**config.mk**
```make
export PLATFORM = sky130hd
export DESIGN_NAME = ebc_scan_controller_flat
export DESIGN_NICKNAME = d
export VERILOG_FILES = /design/src/rtl/ebc_scan_controller_if.sv /design/src/rtl/ebc_scan_controller.sv /design/src/flat_wrapper.sv
export SDC_FILE = /design/constraint.sdc
export NUM_CORES = 1
export LEC_CHECK = 0
export CAP_MARGIN = 20
export CORE_MARGIN = 2
export CORE_UTILIZATION = 60
export CTS_BUF_LIST = sky130_fd_sc_hd__clkbuf_2 sky130_fd_sc_hd__clkbuf_4 sky130_fd_sc_hd__clkbuf_8
export DETAILED_ROUTE_END_ITERATION = 7
export DONT_BUFFER_PORTS = 1
export GPL_TIMING_DRIVEN = 0
export PLACE_DENSITY = 0.76
export SYNTH_ARGS = -nofsm -noshare
export SYNTH_HDL_FRONTEND = slang
export SYNTH_SLANG_ARGS = --single-unit
```
**constraint.sdc**
```tcl
create_clock -name clk_i -period 2 [get_ports clk_i]
set_input_delay 0.2 -clock clk_i [delete_from_list [all_inputs] [get_ports clk_i]]
set_output_delay 0.2 -clock clk_i [all_outputs]
set_load 0.03 [all_outputs]
```
**src/rtl/ebc_scan_controller_if.sv**
```systemverilog
// Bus between the scan controller, the pixel-array request lines and the event stream.
// Event stream: an event transfers on a rising edge where evt_valid_o && evt_ready_i; once valid is
// raised, x/y/ts hold stable and valid stays high until that edge.
interface ebc_scan_controller_if #(
    parameter int ROWS = 8,
    parameter int COLS = 8,
    parameter int X_W  = 3,
    parameter int Y_W  = 3,
    parameter int TS_W = 16
);
    logic [ROWS-1:0] row_req_i;
    logic [COLS-1:0] col_req_i;
    logic [ROWS-1:0] row_sel_o;
    logic [COLS-1:0] col_ack_o;
    logic            evt_valid_o;
    logic            evt_ready_i;
    logic [X_W-1:0]  evt_x_o;
    logic [Y_W-1:0]  evt_y_o;
    logic [TS_W-1:0] evt_ts_o;

    modport master (
        input  row_req_i, col_req_i, evt_ready_i,
        output row_sel_o, col_ack_o, evt_valid_o, evt_x_o, evt_y_o, evt_ts_o
    );

    modport slave (
        output row_req_i, col_req_i, evt_ready_i,
        input  row_sel_o, col_ack_o, evt_valid_o, evt_x_o, evt_y_o, evt_ts_o
    );
endinterface

```
**src/rtl/ebc_scan_controller.sv**
```systemverilog
// Event-camera readout sequencer: round-robin row grant, column snapshot, one timestamped
// event per requesting column, pixel ack once the event is accepted downstream.
module ebc_scan_controller #(
    parameter int ROWS = 8,
    parameter int COLS = 8,
    parameter int X_W  = 3,
    parameter int Y_W  = 3,
    parameter int TS_W = 16
) (
    input  logic                  clk_i,
    input  logic                  reset_ni,
    input  logic                  enable_i,
    ebc_scan_controller_if.master bus,
    output logic                  busy_o,
    output logic [2:0]            state_o
);
    typedef enum logic [2:0] {IDLE, SETTLE, COL_GRANT, EMIT, RELEASE} state_t;

    state_t          state_q, state_d;
    logic [ROWS-1:0] row_sel_q, row_sel_d;
    logic [ROWS-1:0] row_mask_q, row_mask_d;
    logic [Y_W-1:0]  row_q, row_d;
    logic [COLS-1:0] pend_q, pend_d, pend_rest;
    logic [COLS-1:0] col_ack_q, col_ack_d;
    logic            evt_valid_q, evt_valid_d;
    logic [X_W-1:0]  evt_x_q, evt_x_d;
    logic [Y_W-1:0]  evt_y_q, evt_y_d;
    logic [TS_W-1:0] evt_ts_q, evt_ts_d;
    logic [TS_W-1:0] ts_snap_q, ts_snap_d;
    logic [TS_W-1:0] ts_cnt_q;
    logic            busy_q;
    logic [ROWS-1:0] masked_req;
    logic [Y_W-1:0]  grant_row;
    logic [X_W-1:0]  next_col;

    function automatic logic [Y_W-1:0] lsb_row(input logic [ROWS-1:0] v);
        lsb_row = '0;
        for (int i = ROWS - 1; i >= 0; i--) if (v[i]) lsb_row = Y_W'(i);
    endfunction

    function automatic logic [X_W-1:0] lsb_col(input logic [COLS-1:0] v);
        lsb_col = '0;
        for (int i = COLS - 1; i >= 0; i--) if (v[i]) lsb_col = X_W'(i);
    endfunction

    always_comb begin
        state_d     = state_q;
        row_sel_d   = row_sel_q;
        row_mask_d  = row_mask_q;
        row_d       = row_q;
        pend_d      = pend_q;
        pend_rest   = pend_q;
        col_ack_d   = '0;
        evt_valid_d = evt_valid_q;
        evt_x_d     = evt_x_q;
        evt_y_d     = evt_y_q;
        evt_ts_d    = evt_ts_q;
        ts_snap_d   = ts_snap_q;
        // Rows above the last served one win; fall back to the lowest row to wrap around.
        masked_req  = bus.row_req_i & row_mask_q;
        grant_row   = (|masked_req) ? lsb_row(masked_req) : lsb_row(bus.row_req_i);
        next_col    = lsb_col(pend_q);

        case (state_q)
            IDLE: begin
                if (enable_i && (|bus.row_req_i)) begin
                    row_sel_d = ROWS'(1) << grant_row;
                    row_d     = grant_row;
                    state_d   = SETTLE;
                end
            end
            SETTLE: begin
                pend_d    = bus.col_req_i;
                ts_snap_d = ts_cnt_q;
                state_d   = (|bus.col_req_i) ? COL_GRANT : RELEASE;
            end
            COL_GRANT: begin
                evt_x_d     = next_col;
                evt_y_d     = row_q;
                evt_ts_d    = ts_snap_q;
                evt_valid_d = 1'b1;
                state_d     = EMIT;
            end
            EMIT: begin
                if (bus.evt_ready_i) begin
                    pend_rest   = pend_q & ~(COLS'(1) << evt_x_q);
                    pend_d      = pend_rest;
                    evt_valid_d = 1'b0;
                    col_ack_d   = COLS'(1) << evt_x_q;
                    // Dropping enable abandons the rest of the snapshot; those pixels keep requesting.
                    state_d     = ((|pend_rest) && enable_i) ? COL_GRANT : RELEASE;
                end
            end
            RELEASE: begin
                row_sel_d  = '0;
                row_mask_d = {ROWS{1'b1}} << (32'(row_q) + 32'd1);
                pend_d     = '0;
                state_d    = IDLE;
            end
            default: state_d = IDLE;
        endcase
    end

    always_ff @(posedge clk_i or negedge reset_ni) begin
        if (!reset_ni) begin
            state_q     <= IDLE;
            row_sel_q   <= '0;
            row_mask_q  <= {ROWS{1'b1}};
            row_q       <= '0;
            pend_q      <= '0;
            col_ack_q   <= '0;
            evt_valid_q <= 1'b0;
            evt_x_q     <= '0;
            evt_y_q     <= '0;
            evt_ts_q    <= '0;
            ts_snap_q   <= '0;
            ts_cnt_q    <= '0;
            busy_q      <= 1'b0;
        end else begin
            state_q     <= state_d;
            row_sel_q   <= row_sel_d;
            row_mask_q  <= row_mask_d;
            row_q       <= row_d;
            pend_q      <= pend_d;
            col_ack_q   <= col_ack_d;
            evt_valid_q <= evt_valid_d;
            evt_x_q     <= evt_x_d;
            evt_y_q     <= evt_y_d;
            evt_ts_q    <= evt_ts_d;
            ts_snap_q   <= ts_snap_d;
            ts_cnt_q    <= ts_cnt_q + TS_W'(1);
            busy_q      <= (state_d != IDLE);
        end
    end

    assign bus.row_sel_o   = row_sel_q;
    assign bus.col_ack_o   = col_ack_q;
    assign bus.evt_valid_o = evt_valid_q;
    assign bus.evt_x_o     = evt_x_q;
    assign bus.evt_y_o     = evt_y_q;
    assign bus.evt_ts_o    = evt_ts_q;
    assign busy_o          = busy_q;
    assign state_o         = state_q;
endmodule
```
**src/flat_wrapper.sv**
```systemverilog
// flat-port wrapper written by rule: the top's interface ports become plain ports
module ebc_scan_controller_flat 
#(
    parameter int ROWS = 8,
    parameter int COLS = 8,
    parameter int X_W  = 3,
    parameter int Y_W  = 3,
    parameter int TS_W = 16
)
  (clk_i, reset_ni, enable_i, busy_o, state_o, bus_row_req_i, bus_col_req_i, bus_evt_ready_i, bus_row_sel_o, bus_col_ack_o, bus_evt_valid_o, bus_evt_x_o, bus_evt_y_o, bus_evt_ts_o);
  ebc_scan_controller_if #(.ROWS(ROWS), .COLS(COLS), .X_W(X_W), .Y_W(Y_W), .TS_W(TS_W)) bus_i ();
  input  logic clk_i;
  input  logic reset_ni;
  input  logic enable_i;
  output logic busy_o;
  output logic [2:0] state_o;
  input wire logic [$bits(bus_i.row_req_i)-1:0] bus_row_req_i;
  input wire logic [$bits(bus_i.col_req_i)-1:0] bus_col_req_i;
  input wire logic [$bits(bus_i.evt_ready_i)-1:0] bus_evt_ready_i;
  output wire logic [$bits(bus_i.row_sel_o)-1:0] bus_row_sel_o;
  output wire logic [$bits(bus_i.col_ack_o)-1:0] bus_col_ack_o;
  output wire logic [$bits(bus_i.evt_valid_o)-1:0] bus_evt_valid_o;
  output wire logic [$bits(bus_i.evt_x_o)-1:0] bus_evt_x_o;
  output wire logic [$bits(bus_i.evt_y_o)-1:0] bus_evt_y_o;
  output wire logic [$bits(bus_i.evt_ts_o)-1:0] bus_evt_ts_o;
  assign bus_i.row_req_i = bus_row_req_i;
  assign bus_i.col_req_i = bus_col_req_i;
  assign bus_i.evt_ready_i = bus_evt_ready_i;
  assign bus_row_sel_o = bus_i.row_sel_o;
  assign bus_col_ack_o = bus_i.col_ack_o;
  assign bus_evt_valid_o = bus_i.evt_valid_o;
  assign bus_evt_x_o = bus_i.evt_x_o;
  assign bus_evt_y_o = bus_i.evt_y_o;
  assign bus_evt_ts_o = bus_i.evt_ts_o;
  ebc_scan_controller #(.ROWS(ROWS), .COLS(COLS), .X_W(X_W), .Y_W(Y_W), .TS_W(TS_W)) u_core (.clk_i(clk_i), .reset_ni(reset_ni), .enable_i(enable_i), .bus(bus_i), .busy_o(busy_o), .state_o(state_o));
endmodule
```
## After elaboration in Yosys (flattened, before gate mapping)

Index checks and enable logic that the tools add are counted.

- Register bits: 94
- Bits in latches: 0
- Memory bits (writable): 0
- Memory bits (read-only): 0
- Input bits: 20
- Word-level logic and storage cells: 80
- Memories kept: 0

- Add/subtract/negate cells: 2
- Multipliers: 0
- Div/mod/pow operators: 0
- Order comparisons: 0
- Equal/unequal tests: 6
- Shift-type cells: 3
- Multiplexer cells: 38
- Bitwise logic cells: 3
- Reduce and logical (&&, ||, !) cells: 15

Operators by type and width:

| kind | count |
|---|---|
| $mux W3 | 29 |
| $mux W8 | 4 |
| $reduce_or A8 Y1 | 4 |
| $shl A8 B32 Y8 const A | 1 |
| $pmux W8 S3 | 1 |
| $add A16 B1 Y16 const B | 1 |
| $and A8 B8 Y8 | 2 |
| $pmux W8 S2 | 1 |
| $shl A1 B3 Y8 const A | 2 |
| $pmux W3 S4 | 1 |
| $not A8 Y8 | 1 |
| $reduce_and A2 Y1 | 4 |
| $eq A3 B2 Y1 const B | 2 |
| $reduce_bool A3 Y1 | 2 |
| $add A3 B1 Y4 const B | 1 |
| $reduce_bool A2 Y1 | 2 |
| $eq A3 B1 Y1 const B | 1 |
| $eq A3 B3 Y1 const B | 1 |
| $logic_not A3 Y1 | 1 |
| $logic_and A1 B1 Y1 | 2 |
| $ne A2 B1 Y1 const B | 1 |
| $ne A2 B2 Y1 const B | 1 |
| $pmux W1 S2 | 1 |
| $mux W1 | 1 |

## Longest topological paths before layout

Gate-level depths: netlist of run 1.

- Word-level depth: 13
- Depth in mapped cells: 7

## Worst setup path after synthesis of run 1

Ideal clock, no wire load.

- Path type: register to register
- From: register u_core.state_q[0] (netlist: u_core.state_o[0])
- To: register u_core.ts_snap_q[10]
- Data arrival time: 1.673 ns
- Data required time: 1.875 ns
- Path slack: 0.203 ns
- Cell stages (with the launch flop): 5
- Clock period less this slack: 1.797 ns
- Cells stage by stage: dfrtp_1 inv_1 nor3_2 buf_2 mux2_2

- Cells in the longest elaborated chain, start to end: 1

RTL lines:

| what | line | source |
|---|---|---|
| start: declaration | ebc_scan_controller.sv:19 | `state_t state_q, state_d;` |
| start signal: assignment | ebc_scan_controller.sv:120 | `state_q <= state_d;` |
| $eq A3 B1 Y1 | ebc_scan_controller.sv:64 | `case (state_q)` |
| end signal: assignment | ebc_scan_controller.sv:130 | `ts_snap_q <= ts_snap_d;` |
| end: declaration | ebc_scan_controller.sv:29 | `logic [TS_W-1:0] ts_snap_q, ts_snap_d;` |

No other way between the ends.
A chain may end at the register's enable or synchronous reset.

## Final worst setup path of run 1

- From: register u_core.state_q[2] (netlist: u_core.state_o[2])
- To: register u_core.ts_snap_q[12]

The elaborated chain is that of the path after synthesis.

==> flow_metrics.tcl, run 1 <==
set metrics [dict create \
    run_status "complete, but fails checks" \
    violations "negative hold slack" \
    worstMarginPinSlew_ps 661.0 \
    synth-compound-area-share_pct 12.08 \
    cp-end-kind "flop" \
    postSynthRegisterBits 94 \
    worstSkewPairLatency_ps 350 \
    synthCells 398 \
    portBuffers 0 \
    timing_max_transition_violations_final 0 \
    first_iter_violations 231 \
    sequential_share_of_power_pct 52.0 \
    preCtsSetupSlack_ps -136.1 \
    synth_simple_gate_area_share_pct 19.11 \
    finalClockSkew_ps 13.17 \
    fp-row-count 30 \
    grt_antenna_before_repair 0 \
    pin_count_of_the_biggest_net_entering_global_routing 95 \
    cts.repair_timing.setup_buffer_count 0 \
    grt_pass1_vias 2927 \
    synth_cell_type_count 50 \
    cellInternalPower_w 0.003675 \
    clk_pin_slew_worst_paths_ps 90 \
    post-synth-top-area-cell "sky130_fd_sc_hd__dfrtp_1" \
    fin_hold_ws_ps -471.6 \
    chipHeight_microns 86.59 \
    p_leak_nw 2.160 \
    postLayoutSetupSlackWorst_ps 137.7 \
    clock_sinks 94 \
    detail_route.wirelength_mm 8.146 \
    cts_tree "yes" \
    cp.required_ps 2240 \
    maxSlewHeadroom_pct 55.47 \
    final_layout_size_suffix_gt1_share_pct 14.18 \
    synth.area.top_cells "sky130_fd_sc_hd__dfrtp_1 (53%), sky130_fd_sc_hd__nand2_1 (9.2%), sky130_fd_sc_hd__dfstp_2 (5.1%)" \
    placer_congestion_estimate 0.8185 \
    htree_levels 3 \
    path_cells "clkbuf_2, nor3_4, buf_2, mux2_2" \
    critPathLaunchType "flop" \
    via_count 3027 \
    areaGrowthSynthToFinish_pct 9.783 \
    synth_top_family_by_area "simple AND/OR/NAND/NOR gates" \
    num_antenna_cells 0 \
    final_net_count 442 \
    critPathArrivalTime_ps 2100 \
    critical_path.slowest_cell "sky130_fd_sc_hd__dfrtp_2" \
    critPathKind "reg2reg" \
    setup-violations-final 0 \
    postSynthAreaPerCell_sq_um 10.28 \
    critPathBufInv 2 \
    synth_edf_count 0 \
    synth_most_common_cell "sky130_fd_sc_hd__nand2_1" \
    switchingPower_w 0.002672 \
    final_period_minus_worst_setup_slack_ps 1862 \
    ant_nets 0 \
    synth_fp_nets 422 \
    maximum_fanout_along_the_worst_path 10 \
    irDropWorstVdd_mv 0.6215 \
    seq_area_frac_synth_pct 57.72 \
    drtPass1Iterations 4 \
    vias_per_cell 6.018 \
    synthMuxAreaShare_pct 4.402 \
    final_min_period_over_clock_period_pct 93.11 \
    numCtsBuffers 9 \
    floorplan.die_area_sq_mm 0.007498 \
    holdBufCountCts 9 \
    power.combinational.fraction_pct 30.2 \
    initial_util_pct 61.25 \
    netlist.area_leader.share_pct 52.58 \
    post_synth_fa_ha_maj_area_fraction_pct 1.223 \
    dp_hpwl_mm 5.735 \
    timing.fmax_mhz 537.0 \
    grt_util_all_layers_pct 23.36 \
    mappedNetlistArea_sq_mm 0.004093 \
    clock-root-buffer "sky130_fd_sc_hd__clkbuf_8" \
    ctsLongestPathBuffers 2 \
    p_per_area_mw_per_mm2 1412 \
    top_level_port_count 63 \
    hold_vio_cnt_final 94 \
    max_cap_viol_count 0 \
    placeableCoreArea_sq_mm 0.006681 \
    power_switching_share_pct 42.10 \
    hold_class "in2async" \
    clock_power_share_pct 17.9 \
    yosys_warnings 0 \
    cp_top_family "buffers and inverters" \
    synth_ff_type "sky130_fd_sc_hd__dfrtp_1" \
    asyncSetResetFlopFracSynth_pct 100.0 \
    routed_wire_length_per_instance_microns 16.19 \
    critical-path-max-stage-delay_ps 490 \
    grt_overflow 0 \
    grt_pass1_wl_mm 13.50 \
    dieWidth_microns 86.59 \
    remaining_drc_errors 0 \
    synth_xor_area_share_pct 2.996 \
    synth.cells.most_frequent "sky130_fd_sc_hd__nand2_1 (100), sky130_fd_sc_hd__dfrtp_1 (86), sky130_fd_sc_hd__nor2_1 (29), sky130_fd_sc_hd__o21ai_0 (21), sky130_fd_sc_hd__mux2_2 (16)" \
    rsz0062_at_grt "no" \
]
cells in the final DEF (no fill, tap or decap), types with 8 or more instances in the layout:
| cell | n |
|---|---|
| sky130_fd_sc_hd__dlygate4sd3_1 | 9 |
| sky130_fd_sc_hd__dfstp_2 | 8 |
| sky130_fd_sc_hd__dfrtp_1 | 81 |
| sky130_fd_sc_hd__nor2_1 | 29 |
| sky130_fd_sc_hd__inv_1 | 14 |
| sky130_fd_sc_hd__o21ai_0 | 21 |
| sky130_fd_sc_hd__nand2_1 | 100 |
| sky130_fd_sc_hd__clkbuf_8 | 9 |
| sky130_fd_sc_hd__mux2_2 | 16 |
| sky130_fd_sc_hd__xor2_1 | 9 |
| sky130_fd_sc_hd__a32o_1 | 9 |
| sky130_fd_sc_hd__nand3_1 | 9 |
power by group through the flow:
stage	registers [W]	clock network [W]	logic, W
after floorplan	0.00316	0	0.00147
after global placement	0.00330	0	0.00180
after global routing	0.00335	0.00123	0.00218
final	0.00330	0.00113	0.00191
after detailed placement	0.00332	0	0.00185
after CTS	0.00328	0.00116	0.00189
flip-flops by register name, indices dropped and copies added (netlist names), 8 cells and up:
signal / count
u_core.bus.col_ack_o: 8
u_core.bus.evt_ts_o: 16
u_core.bus.row_sel_o: 8
u_core.pend_q: 8
u_core.row_mask_q: 8
u_core.ts_cnt_q: 16
u_core.ts_snap_q: 16
cell families (layout without fill, tap and decap cells):
group | count (synthesis) | after routing
AO/OA/AOI/OAI | 70 | 70
XOR/XNOR | 14 | 14
adder cells (fa/ha/maj) | 4 | 4
buffers and inverters | 26 | 51
flip-flops | 94 | 94
multiplexers | 16 | 16
AND/OR/NAND/NOR | 174 | 174
what timing repair did:
item	CTS	global route
endpoints found under the hold margin	103	94
pin swaps	0	1
setup endpoints to repair	29	36
resized for setup	6	12
metal layers:
metal	vias to the layer above	GRT usage, %	share of wire, %
li1	1419	-	-
met1	1503	31.72	46
met2	82	35.17	47
met4	0	12.07	3.2
met5	-	0	0
met3	23	5.714	4.2
worst register-to-register path, delay by kind of cell, from the launching register on:
kind	cells	cell delay [ps]
buffers and inverters	2	540
multiplexers	1	370
AND/OR/NAND/NOR	1	360
flip-flops	1	490
final cells by class:
cell class                      count  area, sq um
Buffer                             12        62.56
Clock inverter                      6        45.04
Multi-Input combinational cell    278         1643
Inverter                           14        52.55
Tap cell                           80        100.1
Sequential cell                    94         2369
Timing Repair Buffer                9        90.09
Clock buffer                       10        131.4
Fill cell                         525         2188
stage by stage:
stage	cell area (sq um)	total power [W]	instances	util, %	TNS (ps)
floorplan	4093	0.004638	398	-	0
global placement	4193	0.005094	478	62.75	-1042
detailed placement	4193	0.005164	478	62.75	-1827
CTS	4476	0.006332	503	66.99	0
global route	4493	0.006761	503	67.25	0
finish	4493	0.006346	503	67.25	0
worst paths after layout:
path                                 startpoint                 endpoint  slack [ps]  cells after the start
setup / recovery              u_core.state_o[2]     u_core.ts_snap_q[12]         140                      4
hold / removal                         reset_ni  u_core.bus.col_ack_o[0]        -470                      0
setup reg to reg              u_core.state_o[2]     u_core.ts_snap_q[12]         140                      4
hold reg to reg            u_core.ts_snap_q[11]  u_core.bus.evt_ts_o[11]         470                      2
max in group asynchronous              reset_ni     u_core.row_mask_q[3]        2250                      0
min in group clk_i             bus_col_req_i[6]        u_core.state_o[2]         100                      3
Power figures use the tool's default switching activity.
==> inputs of run 2 (changes only) <==
- ABC_AREA: default -> 1
==> flow_metrics.tcl, run 2 <==
set metrics [dict create \
    critPathArrivalTime_ps 2100 \
    top_level_port_count 63 \
    asyncSetResetFlopFracSynth_pct 100.0 \
    finalClockSkew_ps 8.940 \
    synth_edf_count 0 \
    chipHeight_microns 87.23 \
    cts.repair_timing.setup_buffer_count 0 \
    grt_pass1_vias 3015 \
    p_per_area_mw_per_mm2 1450 \
    critical_path.endpoint "u_core.bus.row_sel_o[4]" \
    violations "negative hold slack" \
    dp_hpwl_mm 5.860 \
    critical_path.reg2reg.startpoint "u_core.state_o[2]" \
    layout_common_cells "sky130_fd_sc_hd__nand2_1 (145), sky130_fd_sc_hd__dfrtp_1 (86), sky130_fd_sc_hd__inv_1 (54), sky130_fd_sc_hd__nand3_1 (27), sky130_fd_sc_hd__nor2_1 (27)" \
    worstSkewPairLatency_ps 360 \
    postSynthAreaPerCell_sq_um 8.844 \
    final_min_period_over_clock_period_pct 89.38 \
    rsz0062_at_grt "no" \
    initial_util_pct 61.52 \
    detail_route.wirelength_mm 8.071 \
    drtPass1Iterations 4 \
    synthCells 470 \
    synth_fp_nets 494 \
    via_count 3084 \
    final_common_cell "sky130_fd_sc_hd__nand2_1" \
    seq_area_frac_synth_pct 56.83 \
    final_layout_size_suffix_gt1_share_pct 11.50 \
    cts_tree "yes" \
    routed_wire_length_per_instance_microns 14.23 \
    final_core_util_pct 65.91 \
    remaining_drc_errors 0 \
    htree_levels 3 \
    areaGrowthSynthToFinish_pct 7.134 \
    dieWidth_microns 87.23 \
    cp.required_ps 2310 \
    worstRegToRegCells 7 \
    synth_ff_type "sky130_fd_sc_hd__dfrtp_1" \
    grt_antenna_before_repair 0 \
    timing.fmax_mhz 559.4 \
    clock_sinks 94 \
    preCtsSetupSlack_ps 156.0 \
    critPathLaunchType "flop" \
    grt_overflow 0 \
    hold_vio_cnt_final 94 \
    critPathKind "reg2reg" \
    irDropWorstVdd_mv 0.5654 \
    final_net_count 506 \
    worstMarginPinSlew_ps 533.1 \
    maximum_fanout_along_the_worst_path 5 \
    synth_cell_type_count 32 \
    timing.reg2reg.setup_slack_ps 210 \
    mappedNetlistArea_sq_mm 0.004156 \
    vias_per_cell 5.439 \
    synth.area.top_cells "sky130_fd_sc_hd__dfrtp_1 (52%), sky130_fd_sc_hd__nand2_1 (13%), sky130_fd_sc_hd__dfstp_2 (5.1%)" \
    hold_class "in2async" \
    post-synth-top-area-cell "sky130_fd_sc_hd__dfrtp_1" \
    timing_max_transition_violations_final 0 \
    ant_nets 0 \
    maxSlewHeadroom_pct 64.46 \
    setup-violations-final 0 \
    num_antenna_cells 0 \
    crit_path_start "u_core.state_o[2]" \
    postLayoutSetupSlackWorst_ps 212.4 \
    placeableCoreArea_sq_mm 0.006756 \
    synth.cells.most_frequent "sky130_fd_sc_hd__nand2_1 (145), sky130_fd_sc_hd__dfrtp_1 (86), sky130_fd_sc_hd__inv_1 (54), sky130_fd_sc_hd__nand3_1 (27), sky130_fd_sc_hd__nor2_1 (27)" \
    fin_hold_ws_ps -473.5 \
    max_cap_viol_count 0 \
    placer_congestion_estimate 0.9441 \
    run_status "complete, but fails checks" \
    clock-root-buffer "sky130_fd_sc_hd__clkbuf_8" \
    final_period_minus_worst_setup_slack_ps 1788 \
    cp-end-kind "flop" \
    grt_pass1_wl_mm 13.69 \
    clk_pin_slew_worst_paths_ps 90 \
    critical_path.reg2reg.endpoint "u_core.bus.row_sel_o[4]" \
    numCtsBuffers 9 \
    portBuffers 0 \
    totalNegativeSetupSlack_ps 0 \
    synth_most_common_cell "sky130_fd_sc_hd__nand2_1" \
    netlist.area_leader.share_pct 51.78 \
    p_leak_nw 2.264 \
    fp-row-count 30 \
    ctsLongestPathBuffers 2 \
    grt_util_all_layers_pct 23.41 \
    holdBufCountCts 1 \
    pin_count_of_the_biggest_net_entering_global_routing 95 \
    first_iter_violations 190 \
    postSynthRegisterBits 94 \
    floorplan.die_area_sq_mm 0.007609 \
    yosys_warnings 0 \
]
==> run 2: logic make-up (layout without fill, tap and decap cells) <==
| logic type | after synthesis | count (layout) | synth area share, % |
|---|---|---|---|
| fa+ha+maj | 4 | 4 | 1.204 |
| xor+xnor | 14 | 14 | 2.950 |
| buf+inv | 70 | 87 | 6.773 |
| simple gates | 222 | 222 | 22.61 |
| flops | 94 | 94 | 56.83 |
| compound gates | 66 | 66 | 9.633 |
==> run 2: worst min-delay path by stage <==
stage,endpoint,slack (ps),cells after the start
4_1_cts,u_core.ts_cnt_q[13],-490,0
2_1_floorplan,u_core.bus.col_ack_o[0],-100,0
6_report,u_core.bus.evt_ts_o[1],-470,0
3_3_place_gp,u_core.bus.evt_ts_o[0],-90,0
3_5_place_dp,u_core.bus.evt_ts_o[0],-90,0
5_1_grt,u_core.bus.evt_y_o[1],-500,0
==> run 2: critical path: stages (launching register included) <==
cell                      delay, ps
sky130_fd_sc_hd__dfrtp_1        580
sky130_fd_sc_hd__inv_2          150
sky130_fd_sc_hd__nand2_1         70
sky130_fd_sc_hd__nor3_1         260
sky130_fd_sc_hd__o21ai_2        190
sky130_fd_sc_hd__nor2_1         280
sky130_fd_sc_hd__nand4_1        140
sky130_fd_sc_hd__nand2_1         70
==> run 2: layer usage <==
layer | part of all wire, % | wire length (microns) | GRT usage [%] | vias to the layer above
met2 | 49 | 3940 | 37.61 | 58
met5 | 0 | 0 | 0 | -
met1 | 45 | 3616 | 31.11 | 1485
met3 | 4.5 | 367 | 6.066 | 16
met4 | 1.8 | 146 | 8.112 | 0
li1 | - | - | - | 1525
==> run 2: report_power, final <==
group | leakage [nW] | internal (W) | switching [W] | total [W]
Combinational | 0.954 | 0.000709 | 0.00141 | 0.00212
Clock | 0.0970 | 0.000494 | 0.000661 | 0.00116
Sequential | 1.21 | 0.00239 | 0.000795 | 0.00319
==> run 2: final cells by class <==
cell class / count / area [sq um]
plain buffers: 8 / 46.29
clock buffers: 10 / 137.6
clock inverters: 6 / 45.04
fillers: 557 / 2303
inverters: 62 / 235.2
multi-input cells: 306 / 1516
flip-flops and latches: 94 / 2362
well taps: 80 / 100.1
repair buffers: 1 / 10.01
==> run 2: per-stage QoR <==
| step | std cells | total power, W | hold WS (ps) | cell area [sq um] |
|---|---|---|---|---|
| CTS | 567 | 0.006502 | -493.2 | 4449 |
| global route | 567 | 0.006960 | -499.6 | 4453 |
| finish | 567 | 0.006456 | -473.5 | 4453 |
| global placement | 550 | 0.005262 | -92.48 | 4257 |
| floorplan | 470 | 0.004807 | -95.59 | 4156 |
| detailed placement | 550 | 0.005342 | -94.15 | 4257 |
==> run 2: repair_timing <==
action / 4_1_cts / 5_1_grt
endpoints found under the hold margin: 95 / 94
gates resized for setup: 0 / 1
setup endpoints to repair: 0 / 2
==> inputs of run 3 (changes only) <==
- CELL_PAD_IN_SITES_DETAIL_PLACEMENT: default -> 0
- CELL_PAD_IN_SITES_GLOBAL_PLACEMENT: default -> 1
- CORE_UTILIZATION: 60 -> 50
- PLACE_DENSITY: 0.76 -> default
- PLACE_DENSITY_LB_ADDON: default -> 0.1
- SETUP_SLACK_MARGIN: default -> 0.1
==> flow_metrics.tcl, run 3 (synthesized netlist as in run 2, its figures left out) <==
set metrics [dict create \
    grt_pass1_wl_mm 14.23 \
    final_core_util_pct 55.33 \
    placer_congestion_estimate 0.8717 \
    layout_common_cells "sky130_fd_sc_hd__nand2_1 (145), sky130_fd_sc_hd__dfrtp_1 (83), sky130_fd_sc_hd__inv_1 (54), sky130_fd_sc_hd__nand3_1 (27), sky130_fd_sc_hd__nor2_1 (26)" \
    routed_wire_length_per_instance_microns 14.34 \
    areaGrowthSynthToFinish_pct 8.278 \
    cp-end-kind "flop" \
    critPathLaunchType "flop" \
    fp-row-count 33 \
    chipHeight_microns 95.18 \
    clk_pin_slew_worst_paths_ps 100 \
    placeableCoreArea_sq_mm 0.008134 \
    ant_nets 0 \
    worstSkewPairLatency_ps 370 \
    rsz0062_at_grt "yes" \
    floorplan.die_area_sq_mm 0.009058 \
    critical_path.slowest_cell "sky130_fd_sc_hd__dfrtp_1" \
    initial_util_pct 51.10 \
    maximum_fanout_along_the_worst_path 10 \
    hold_vio_cnt_final 94 \
    vias_per_cell 5.132 \
    first_iter_violations 151 \
    htree_levels 3 \
    top_level_port_count 63 \
    final_cells 592 \
    timing.fmax_mhz 565.6 \
    finalClockSkew_ps 11.52 \
    cts_tree "yes" \
    timing_max_transition_violations_final 0 \
    worstMarginPinSlew_ps 507.7 \
    setup-violations-final 0 \
    final_layout_size_suffix_gt1_share_pct 12.32 \
    ctsLongestPathBuffers 2 \
    violations "negative hold slack" \
    final_min_period_over_clock_period_pct 88.40 \
    placed_cells_incl_taps 575 \
    portBuffers 0 \
    final_common_cell "sky130_fd_sc_hd__nand2_1" \
    fin_hold_ws_ps -481.1 \
    drtPass1Iterations 4 \
    max_cap_viol_count 0 \
    cts.repair_timing.setup_buffer_count 0 \
    cp.required_ps 2300 \
    irDropWorstVdd_mv 0.5914 \
    clock-root-buffer "sky130_fd_sc_hd__clkbuf_8" \
    p_leak_nw 2.254 \
    dieWidth_microns 95.18 \
    dp_hpwl_mm 6.155 \
    numCtsBuffers 9 \
    run_status "complete, but fails checks" \
    critPathArrivalTime_ps 2070 \
    maxSlewHeadroom_pct 66.15 \
    hold_class "in2async" \
    detail_route.wirelength_mm 8.492 \
    remaining_drc_errors 0 \
    grt_util_all_layers_pct 20.59 \
    critPathKind "reg2reg" \
    pin_count_of_the_biggest_net_entering_global_routing 95 \
    grt_antenna_before_repair 0 \
    num_antenna_cells 0 \
    via_count 3038 \
    grt_overflow 0 \
    critical-path-max-stage-delay_ps 670 \
    grt_pass1_vias 2984 \
    p_per_area_mw_per_mm2 1449 \
    totalNegativeSetupSlack_ps 0 \
    path_cells "nand3_2, nand2_4, o21ai_4, inv_4, buf_8, nand2_2, o21ai_2" \
    final_net_count 506 \
    final_period_minus_worst_setup_slack_ps 1768 \
    clock_sinks 94 \
    holdBufCountCts 1 \
]
## run 3: cell types whose count changed in the layout (fill, tap and decap cells not counted), sizes merged
| cell | delta |
|---|---|
| clkinvlp | +2 |
| clkbuf | -1 |
| clkinv | -1 |
## run 3: cell type report
cell class                 count  area, sq um
fill                         761         3633
sequential                    94         2366
tap                          105        131.4
clock buffer                   9        123.9
multi-input combinational    306         1519
inverter                      62        235.2
clock inverter                 7        68.82
buffer                         8        46.29
timing repair buffer           1        10.01
## run 3: power by group
| part | internal (W) | leakage (nW) | total (W) | switching [W] |
|---|---|---|---|---|
| registers | 0.00240 | 1.21 | 0.00320 | 0.000800 |
| clock network | 0.000479 | 0.0907 | 0.00120 | 0.000722 |
| logic | 0.000710 | 0.954 | 0.00213 | 0.00142 |
| total | 0.00359 | 2.25 | 0.00652 | 0.00294 |
## run 3: through the flow
step | setup slack, ps | hold WS, ps | power, W | cell area (sq um)
floorplan | 467.4 | -95.59 | 0.004807 | 4156
global placement | 77.62 | -93.77 | 0.005327 | 4288
detailed placement | 67.06 | -93.71 | 0.005366 | 4288
CTS | 172.2 | -505.1 | 0.006589 | 4494
global route | 71.49 | -507.5 | 0.007046 | 4501
finish | 232.0 | -481.1 | 0.006523 | 4501
## run 3: path summary, 6_finish.rpt
| check | startpoint | end | slack [ps] | depth (start not counted) |
|---|---|---|---|---|
| max in group asynchronous | reset_ni | u_core.row_mask_q[6] | 2270 | 0 |
| min in group clk_i | enable_i | u_core.state_o[2] | 40 | 3 |
| max | u_core.state_o[0] | u_core.pend_q[5] | 230 | 7 |
| max reg2reg | u_core.state_o[0] | u_core.pend_q[5] | 230 | 7 |
| min | reset_ni | u_core.bus.col_ack_o[6] | -480 | 0 |
| min reg2reg | u_core.row_q[1] | u_core.row_mask_q[2] | 460 | 1 |
## run 3: routing by layer
metal	track usage, %	up-vias	wire, microns
li1	-	1524	-
met1	27.33	1444	3881
met2	33.57	64	4105
met3	4.980	6	443
met4	6.159	0	61
met5	0	-	0
## run 3: worst max-delay path, delay by kind of cell, from the launching register on
family                 cells  cell delay (ps)
AND/OR/NAND/NOR            3              640
buffers and inverters      2              260
flip-flops                 1              670
AO/OA/AOI/OAI              2              140
## run 3: what timing repair did
action	4_1_cts	5_1_grt
gates resized for setup	1	4
endpoints found under the setup margin	4	13
hold endpoints to repair	95	94
